File: config.mk
export PLATFORM = sky130hd
export DESIGN_NAME = mem_req_arbiter_flat
export DESIGN_NICKNAME = d
export VERILOG_FILES = /design/src/rtl/mem_req_arbiter_pkg.sv /design/src/rtl/mem_req_arbiter_if.sv /design/src/rtl/mem_req_arbiter_resp_order_fifo.sv /design/src/rtl/mem_req_arbiter.sv /design/src/flat_wrapper.sv
export SDC_FILE = /design/constraint.sdc
export NUM_CORES = 1
export LEC_CHECK = 0
export ABC_AREA = 1
export CAP_MARGIN = 10
export CELL_PAD_IN_SITES_DETAIL_PLACEMENT = 1
export CELL_PAD_IN_SITES_GLOBAL_PLACEMENT = 2
export CORE_MARGIN = 2
export CORE_UTILIZATION = 17
export CTS_CLUSTER_DIAMETER = 100
export DETAILED_ROUTE_END_ITERATION = 12
export PLACE_DENSITY_LB_ADDON = 0.15
export SYNTH_ARGS = -nofsm -noshare
export SYNTH_HDL_FRONTEND = slang
export SYNTH_SLANG_ARGS = --single-unit
export TNS_END_PERCENT = 30
File: constraint.sdc
create_clock -name clk -period 2.2 [get_ports clk]
set_input_delay 0.44 -clock clk [delete_from_list [all_inputs] [get_ports clk]]
set_output_delay 0.44 -clock clk [all_outputs]
set_load 0.01 [all_outputs]
File: src/rtl/mem_req_arbiter_pkg.sv
// rtl/mem_req_arbiter_pkg.sv - shared source IDs and size encodings for the memory request arbiter
package mem_req_arbiter_pkg;

    typedef enum logic {
        SRC_INST = 1'b0,
        SRC_DATA = 1'b1
    } src_e;

    localparam logic [1:0] SZ_BYTE = 2'd0;
    localparam logic [1:0] SZ_HALF = 2'd1;
    localparam logic [1:0] SZ_WORD = 2'd2;

    // Width of the {wr, size, wstrb, addr, wdata} request payload
    function automatic int req_bus_size(input int addr_w);
        return 1 + 2 + 4 + addr_w + 32;
    endfunction

endpackage

File: src/rtl/mem_req_arbiter_if.sv
// rtl/mem_req_arbiter_if.sv - SRAM-like request/response bus with requester and responder views
interface mem_req_arbiter_if #(
    parameter int ADDR_W = 32
);
    logic              req;
    logic              wr;
    logic [1:0]        size;
    logic [3:0]        wstrb;
    logic [ADDR_W-1:0] addr;
    logic [31:0]       wdata;
    logic              addr_ok;
    logic              data_ok;
    logic [31:0]       rdata;

    modport master (
        output req, wr, size, wstrb, addr, wdata,
        input  addr_ok, data_ok, rdata
    );

    modport slave (
        input  req, wr, size, wstrb, addr, wdata,
        output addr_ok, data_ok, rdata
    );

    // Instruction fetch is read-only word access, so only req/addr travel downstream
    modport fetch_master (
        output req, addr,
        input  addr_ok, data_ok, rdata
    );

    modport fetch_slave (
        input  req, addr,
        output addr_ok, data_ok, rdata
    );
endinterface

File: src/rtl/mem_req_arbiter_resp_order_fifo.sv
// rtl/mem_req_arbiter_resp_order_fifo.sv - in-order {src, discard} tracker for outstanding memory transactions
module resp_order_fifo
    import mem_req_arbiter_pkg::*;
#(
    parameter int DEPTH = 2
) (
    input  logic clk,
    input  logic reset,
    input  logic flush,
    input  logic push,
    input  src_e push_src,
    input  logic push_discard,
    input  logic pop,
    output logic full,
    output logic empty,
    output src_e head_src,
    output logic head_discard
);
    localparam int PW = (DEPTH > 1) ? $clog2(DEPTH) : 1;
    localparam int CW = $clog2(DEPTH + 1);

    src_e          src_q  [DEPTH];
    logic          disc_q [DEPTH];
    logic [PW-1:0] wr_ptr;
    logic [PW-1:0] rd_ptr;
    logic [CW-1:0] count;
    logic          do_push;
    logic          do_pop;

    function automatic logic [PW-1:0] next_ptr(input logic [PW-1:0] p);
        return (p == PW'(DEPTH - 1)) ? '0 : p + 1'b1;
    endfunction

    assign full         = (count == CW'(DEPTH));
    assign empty        = (count == '0);
    assign do_push      = push && !full;
    assign do_pop       = pop && !empty;
    assign head_src     = src_q[rd_ptr];
    assign head_discard = disc_q[rd_ptr];

    always_ff @(posedge clk) begin
        if (reset) begin
            wr_ptr <= '0;
            rd_ptr <= '0;
            count  <= '0;
            for (int i = 0; i < DEPTH; i++) begin
                src_q[i]  <= SRC_INST;
                disc_q[i] <= 1'b0;
            end
        end else begin
            if (flush) begin
                for (int i = 0; i < DEPTH; i++) begin
                    if (src_q[i] == SRC_INST) disc_q[i] <= 1'b1;
                end
            end
            // The pushed entry already folds in this cycle's flush, so it overrides the loop above
            if (do_push) begin
                src_q[wr_ptr]  <= push_src;
                disc_q[wr_ptr] <= push_discard;
                wr_ptr         <= next_ptr(wr_ptr);
            end
            if (do_pop) rd_ptr <= next_ptr(rd_ptr);
            case ({do_push, do_pop})
                2'b10:   count <= count + 1'b1;
                2'b01:   count <= count - 1'b1;
                default: count <= count;
            endcase
        end
    end
endmodule

File: src/rtl/mem_req_arbiter.sv
// rtl/mem_req_arbiter.sv - shares one memory port between instruction fetch and data access with in-order response routing
module mem_req_arbiter
    import mem_req_arbiter_pkg::*;
#(
    parameter int OUTSTANDING = 2,
    parameter int ADDR_W      = 32
) (
    input  logic                    clk,
    input  logic                    reset,
    input  logic                    flush,
    mem_req_arbiter_if.fetch_slave  inst,
    mem_req_arbiter_if.slave        data,
    mem_req_arbiter_if.master       mem
);
    logic              rb_valid;
    src_e              rb_src;
    logic              rb_discard;
    logic              rb_wr;
    logic [1:0]        rb_size;
    logic [3:0]        rb_wstrb;
    logic [ADDR_W-1:0] rb_addr;
    logic [31:0]       rb_wdata;

    logic q_full;
    logic q_empty;
    src_e head_src;
    logic head_discard;

    logic mem_req_int;
    logic issue;
    logic slot_free;
    logic data_acc;
    logic inst_acc;
    logic push_discard;
    logic resp_valid;

    assign mem_req_int  = !reset && rb_valid && !q_full;
    assign issue        = mem_req_int && mem.addr_ok;
    assign slot_free    = !rb_valid || issue;
    assign data_acc     = !reset && slot_free && data.req;
    assign inst_acc     = !reset && slot_free && inst.req && !data.req && !flush;
    assign push_discard = rb_discard || (flush && rb_src == SRC_INST);

    assign inst.addr_ok = inst_acc;
    assign data.addr_ok = data_acc;

    assign mem.req   = mem_req_int;
    assign mem.wr    = rb_wr;
    assign mem.size  = rb_size;
    assign mem.wstrb = rb_wstrb;
    assign mem.addr  = rb_addr;
    assign mem.wdata = rb_wdata;

    always_ff @(posedge clk) begin
        if (reset) begin
            rb_valid   <= 1'b0;
            rb_src     <= SRC_INST;
            rb_discard <= 1'b0;
            rb_wr      <= 1'b0;
            rb_size    <= 2'd0;
            rb_wstrb   <= 4'd0;
            rb_addr    <= '0;
            rb_wdata   <= 32'd0;
        end else if (data_acc) begin
            rb_valid   <= 1'b1;
            rb_src     <= SRC_DATA;
            rb_discard <= 1'b0;
            rb_wr      <= data.wr;
            rb_size    <= data.size;
            rb_wstrb   <= data.wr ? data.wstrb : 4'd0;
            rb_addr    <= data.addr;
            rb_wdata   <= data.wdata;
        end else if (inst_acc) begin
            rb_valid   <= 1'b1;
            rb_src     <= SRC_INST;
            rb_discard <= 1'b0;
            rb_wr      <= 1'b0;
            rb_size    <= SZ_WORD;
            rb_wstrb   <= 4'd0;
            rb_addr    <= inst.addr;
            rb_wdata   <= 32'd0;
        end else if (issue) begin
            rb_valid   <= 1'b0;
        end else if (flush && rb_src == SRC_INST) begin
            // A flushed fetch still has to be issued; only its response is dropped
            rb_discard <= 1'b1;
        end
    end

    resp_order_fifo #(
        .DEPTH (OUTSTANDING)
    ) u_resp_order_fifo (
        .clk          (clk),
        .reset        (reset),
        .flush        (flush),
        .push         (issue),
        .push_src     (rb_src),
        .push_discard (push_discard),
        .pop          (mem.data_ok && !reset),
        .full         (q_full),
        .empty        (q_empty),
        .head_src     (head_src),
        .head_discard (head_discard)
    );

    assign resp_valid   = !reset && mem.data_ok && !q_empty;
    assign data.data_ok = resp_valid && head_src == SRC_DATA;
    assign inst.data_ok = resp_valid && head_src == SRC_INST && !head_discard && !flush;
    assign data.rdata   = data.data_ok ? mem.rdata : 32'd0;
    assign inst.rdata   = inst.data_ok ? mem.rdata : 32'd0;
endmodule

File: src/flat_wrapper.sv
// flat-port wrapper written by rule: the top's interface ports become plain ports
module mem_req_arbiter_flat import mem_req_arbiter_pkg::*;
#(
    parameter int OUTSTANDING = 2,
    parameter int ADDR_W      = 32
)
  (clk, reset, flush, inst_req, inst_addr, inst_addr_ok, inst_data_ok, inst_rdata, data_req, data_wr, data_size, data_wstrb, data_addr, data_wdata, data_addr_ok, data_data_ok, data_rdata, mem_req, mem_wr, mem_size, mem_wstrb, mem_addr, mem_wdata, mem_addr_ok, mem_data_ok, mem_rdata);
  mem_req_arbiter_if #(.ADDR_W(ADDR_W)) inst_i ();
  mem_req_arbiter_if #(.ADDR_W(ADDR_W)) data_i ();
  mem_req_arbiter_if #(.ADDR_W(ADDR_W)) mem_i ();
  input  logic clk;
  input  logic reset;
  input  logic flush;
  input wire logic [$bits(inst_i.req)-1:0] inst_req;
  input wire logic [$bits(inst_i.addr)-1:0] inst_addr;
  output wire logic [$bits(inst_i.addr_ok)-1:0] inst_addr_ok;
  output wire logic [$bits(inst_i.data_ok)-1:0] inst_data_ok;
  output wire logic [$bits(inst_i.rdata)-1:0] inst_rdata;
  input wire logic [$bits(data_i.req)-1:0] data_req;
  input wire logic [$bits(data_i.wr)-1:0] data_wr;
  input wire logic [$bits(data_i.size)-1:0] data_size;
  input wire logic [$bits(data_i.wstrb)-1:0] data_wstrb;
  input wire logic [$bits(data_i.addr)-1:0] data_addr;
  input wire logic [$bits(data_i.wdata)-1:0] data_wdata;
  output wire logic [$bits(data_i.addr_ok)-1:0] data_addr_ok;
  output wire logic [$bits(data_i.data_ok)-1:0] data_data_ok;
  output wire logic [$bits(data_i.rdata)-1:0] data_rdata;
  output wire logic [$bits(mem_i.req)-1:0] mem_req;
  output wire logic [$bits(mem_i.wr)-1:0] mem_wr;
  output wire logic [$bits(mem_i.size)-1:0] mem_size;
  output wire logic [$bits(mem_i.wstrb)-1:0] mem_wstrb;
  output wire logic [$bits(mem_i.addr)-1:0] mem_addr;
  output wire logic [$bits(mem_i.wdata)-1:0] mem_wdata;
  input wire logic [$bits(mem_i.addr_ok)-1:0] mem_addr_ok;
  input wire logic [$bits(mem_i.data_ok)-1:0] mem_data_ok;
  input wire logic [$bits(mem_i.rdata)-1:0] mem_rdata;
  assign inst_i.req = inst_req;
  assign inst_i.addr = inst_addr;
  assign inst_addr_ok = inst_i.addr_ok;
  assign inst_data_ok = inst_i.data_ok;
  assign inst_rdata = inst_i.rdata;
  assign data_i.req = data_req;
  assign data_i.wr = data_wr;
  assign data_i.size = data_size;
  assign data_i.wstrb = data_wstrb;
  assign data_i.addr = data_addr;
  assign data_i.wdata = data_wdata;
  assign data_addr_ok = data_i.addr_ok;
  assign data_data_ok = data_i.data_ok;
  assign data_rdata = data_i.rdata;
  assign mem_req = mem_i.req;
  assign mem_wr = mem_i.wr;
  assign mem_size = mem_i.size;
  assign mem_wstrb = mem_i.wstrb;
  assign mem_addr = mem_i.addr;
  assign mem_wdata = mem_i.wdata;
  assign mem_i.addr_ok = mem_addr_ok;
  assign mem_i.data_ok = mem_data_ok;
  assign mem_i.rdata = mem_rdata;
  mem_req_arbiter #(.OUTSTANDING(OUTSTANDING), .ADDR_W(ADDR_W)) u_core (.clk(clk), .reset(reset), .flush(flush), .inst(inst_i), .data(data_i), .mem(mem_i));
endmodule
==> results.py, run 1 <==
metrics = {
    "final_layout": {
        "nNetsFinal": 1094,
        "area_delta_synth_final_pct": 83.44,
        "diodes": 0,
        "drive_above_1_share_pct": 16.21,
        "final_cell_area_sq_um": 7664,
    },
    "drt": {
        "dr_total_vias": 5049,
        "detail_route.first_pass.iterations": 4,
        "drtIter0Drc": 164,
        "route.detailed.drc": 0,
        "vias_per_cell": 3.945,
        "routed_wl_um": 18570,
        "avgRoutedWirePerCell_um": 14.51,
        "ant_nets": 0,
    },
    "clocking": {
        "htreeDepth": 3,
        "root_buffer": "clkbuf_16",
        "cts_tree": "built",
        "cts_buffer_depth": 2,
        "cts_sinks": 83,
        "clk_latency_ps": 340,
        "clk_pin_slew_ps": 60,
        "cts_made_buffers": 9,
    },
    "die": {
        "dieHeight_um": 160.8,
        "start_util_pct": 17.23,
        "fp-row-count": 57,
        "ios": 282,
        "coreArea_sq_um": 24250,
        "dieArea_sq_um": 25850,
        "die_w_um": 160.8,
    },
    "synthesis": {
        "synth_top_cell_by_area": "dfxtp_1",
        "synth_edf_count": 4,
        "yosys-top-cells-count": "nand2_1, nor2_1, inv_1, dfxtp_1, nand3_1",
        "async_flop_share_pct": 0,
        "synth_top_area_share_pct": 37.86,
        "synth_fp_nets": 808,
        "seq_area_frac_synth_pct": 40.73,
        "syn_area_per_cell_sq_um": 6.282,
        "synth_top_flop_cell": "dfxtp_1",
        "yosys_warnings": 0,
        "synthTopCellsByArea": "dfxtp_1, nand2_1, nor2_1, inv_1, nand3_1",
        "synth_seq_cells": 83,
        "synth_area_sq_um": 4178,
        "synthCells": 665,
        "synthDistinctLibCells": 30,
        "yosysMostFrequentCell": "nand2_1",
    },
    "timing": {
        "worst_pin_slew_ps": 451.8,
        "finalCriticalPeriod_ps": 2128,
        "rsz0062_at_grt": "yes",
        "finalCritPeriodShare_pct": 96.71,
        "finalSetupViolCount": 0,
        "clock.fmax_ghz": 0.4700,
        "finalHoldViolations": 0,
        "relSlewSlack_pct": 69.88,
        "whs_ps": 462.1,
        "drv_slew": 0,
        "setup_tns_ps": 0,
        "fin_skew_ps": 10.33,
    },
    "global_route": {
        "grt_use_total_pct": 14.30,
        "grt_antenna_before_repair": 0,
        "grt_pass1_wl_um": 29480,
        "grt_pass1_vias": 5169,
        "grt-ovfl-total": 0,
        "grt_max_degree": 51,
    },
    "power_and_ir_drop": {
        "leakagePower_nw": 3.770,
        "pwr-share-comb_pct": 24.4,
        "p_seq_share_pct": 40.1,
        "p_per_area_nw_per_um2": 550.0,
        "swShare_pct": 29.42,
        "p_switching_mw": 1.240,
        "clockPowerShare_pct": 35.5,
        "cell_internal_pwr_mw": 2.975,
        "peakVddDrop_mv": 0.2780,
    },
    "worst_setup_path": {
        "path_class": "register to primary output",
        "worstSetupEndpointType": "primary output",
        "worst-endpoint-arrival_ps": 1690,
        "required_ps": 1760,
        "crit_fanout": 9,
        "critPathLaunchType": "register",
    },
    "placement": {
        "place_congestion": 0.7206,
        "io_buffers": 281,
        "postPlaceCellArea_sq_um": 7460,
        "dpl.hpwl_um": 13640,
    },
    "worst_hold_path": {
        "hp-class": "register to register",
    },
    "job": {
        "max_cap_violations": 0,
    },
    "outcome": {
        "outcome": "finished, final reports clean",
    },
}
==> cell families after synthesis <==
logic type                 synth area share [%]
adders and majority gates                0.2994
and+or+nand+nor                           43.88
DFF                                       40.73
muxes                                    0.2695
buffers and inverters                     12.43
AOI/OAI and AO/OA                         2.186
xor gates and xnor gates                 0.2097
==> power groups by stage <==
stage               clock network [mW]  registers, mW  logic [mW]
floorplan                            0           1.77       0.364
detailed placement                   0           1.73        1.03
global placement                     0           1.72        1.04
global route                      1.65           1.71        1.14
CTS                               1.57           1.69        1.04
finish                            1.50           1.69        1.03
==> area by class of cell <==
| cell class | instances | area, sq um |
|---|---|---|
| Fill cell | 3005 | 16580 |
| Timing Repair Buffer | 318 | 2894 |
| Multi-Input combinational cell | 456 | 2059 |
| Sequential cell | 83 | 1703 |
| Tap cell | 324 | 405.4 |
| Inverter | 83 | 315.3 |
| Clock buffer | 9 | 225.2 |
| Clock inverter | 7 | 61.31 |
==> metal layers <==
metal / track usage [%] / routed length [um]
met1: 17.70 / 8258
met2: 23.75 / 8474
met3: 5.372 / 1588
met4: 3.125 / 248
met5: 0 / 0
==> worst max-delay path: stages (launching register included) <==
cell	delay [ps]
edfxtp_1	370
mux2_4	290
nor3_4	170
nand2_4	130
buf_16	170
nor2_1	70
buf_2	150
==> registers in the layout, summed over array words and instances (netlist names), named ones only <==
signal and flops:
u_core.rb_valid 1, u_core.mem.wdata 32, u_core.mem.size 2, u_core.u_resp_order_fifo.count 2, u_core.mem.wstrb 4, u_core.u_resp_order_fifo.src_q 2, u_core.mem.wr 1, u_core.rb_src 1
u_core.u_resp_order_fifo.rd_ptr 1, u_core.u_resp_order_fifo.disc_q 2, u_core.rb_discard 1, u_core.u_resp_order_fifo.wr_ptr 1, u_core.mem.addr 32
==> cell usage in the layout, fill, tap and decap left out, types with 4 or more instances in the layout <==
master,count
o21ai_0,5
buf_12,4
edfxtp_1,4
nor2_4,5
dfxtp_1,78
nor2_2,13
nand2_1,214
buf_4,26
buf_2,63
nor2_1,122
nand4_1,32
clkdlybuf4s50_1,209
buf_6,6
inv_1,78
nand3_1,42
clkbuf_16,9
a21oi_1,4
==> path summary, 6_finish.rpt <==
path | from | endpoint | slack (ps) | depth (start not counted)
max reg2reg | u_core.u_resp_order_fifo.count[0] | u_core.mem.addr[2] | 400 | 11
min reg2reg | u_core.mem.size[0] | u_core.mem.size[0] | 460 | 2
max | u_core.u_resp_order_fifo.disc_q[0] | inst_rdata[31] | 70 | 6
min | u_core.mem.size[0] | u_core.mem.size[0] | 460 | 2
==> timing repair <==
action / CTS / global route
setup endpoints to repair: 69 / 94
pin swaps: 4 / 2
hold buffers: 0 / 0
cloned: 4 / 0
endpoints found under the hold margin: 0 / 0
resized for setup: 301 / 25
buffers inserted: 2 / 0
==> stage by stage <==
step           power [mW]  worst slack, ps  instances  utilization [%]
2_1_floorplan       2.135            253.3        665                -
3_3_place_gp        2.756           -485.7       1258            30.76
3_5_place_dp        2.757           -532.3       1258            30.76
4_1_cts             4.311           -43.22       1280            31.30
5_1_grt             4.494           -21.77       1280            31.60
6_report            4.215            72.32       1280            31.60
Power figures use the tool's default switching activity.
==> run 2: changes to the inputs <==
GPL_ROUTABILITY_DRIVEN = 0   (was not set)
==> results of run 2 <==
Same layout as run 1: the final DEF is identical, and so are final timing and power.
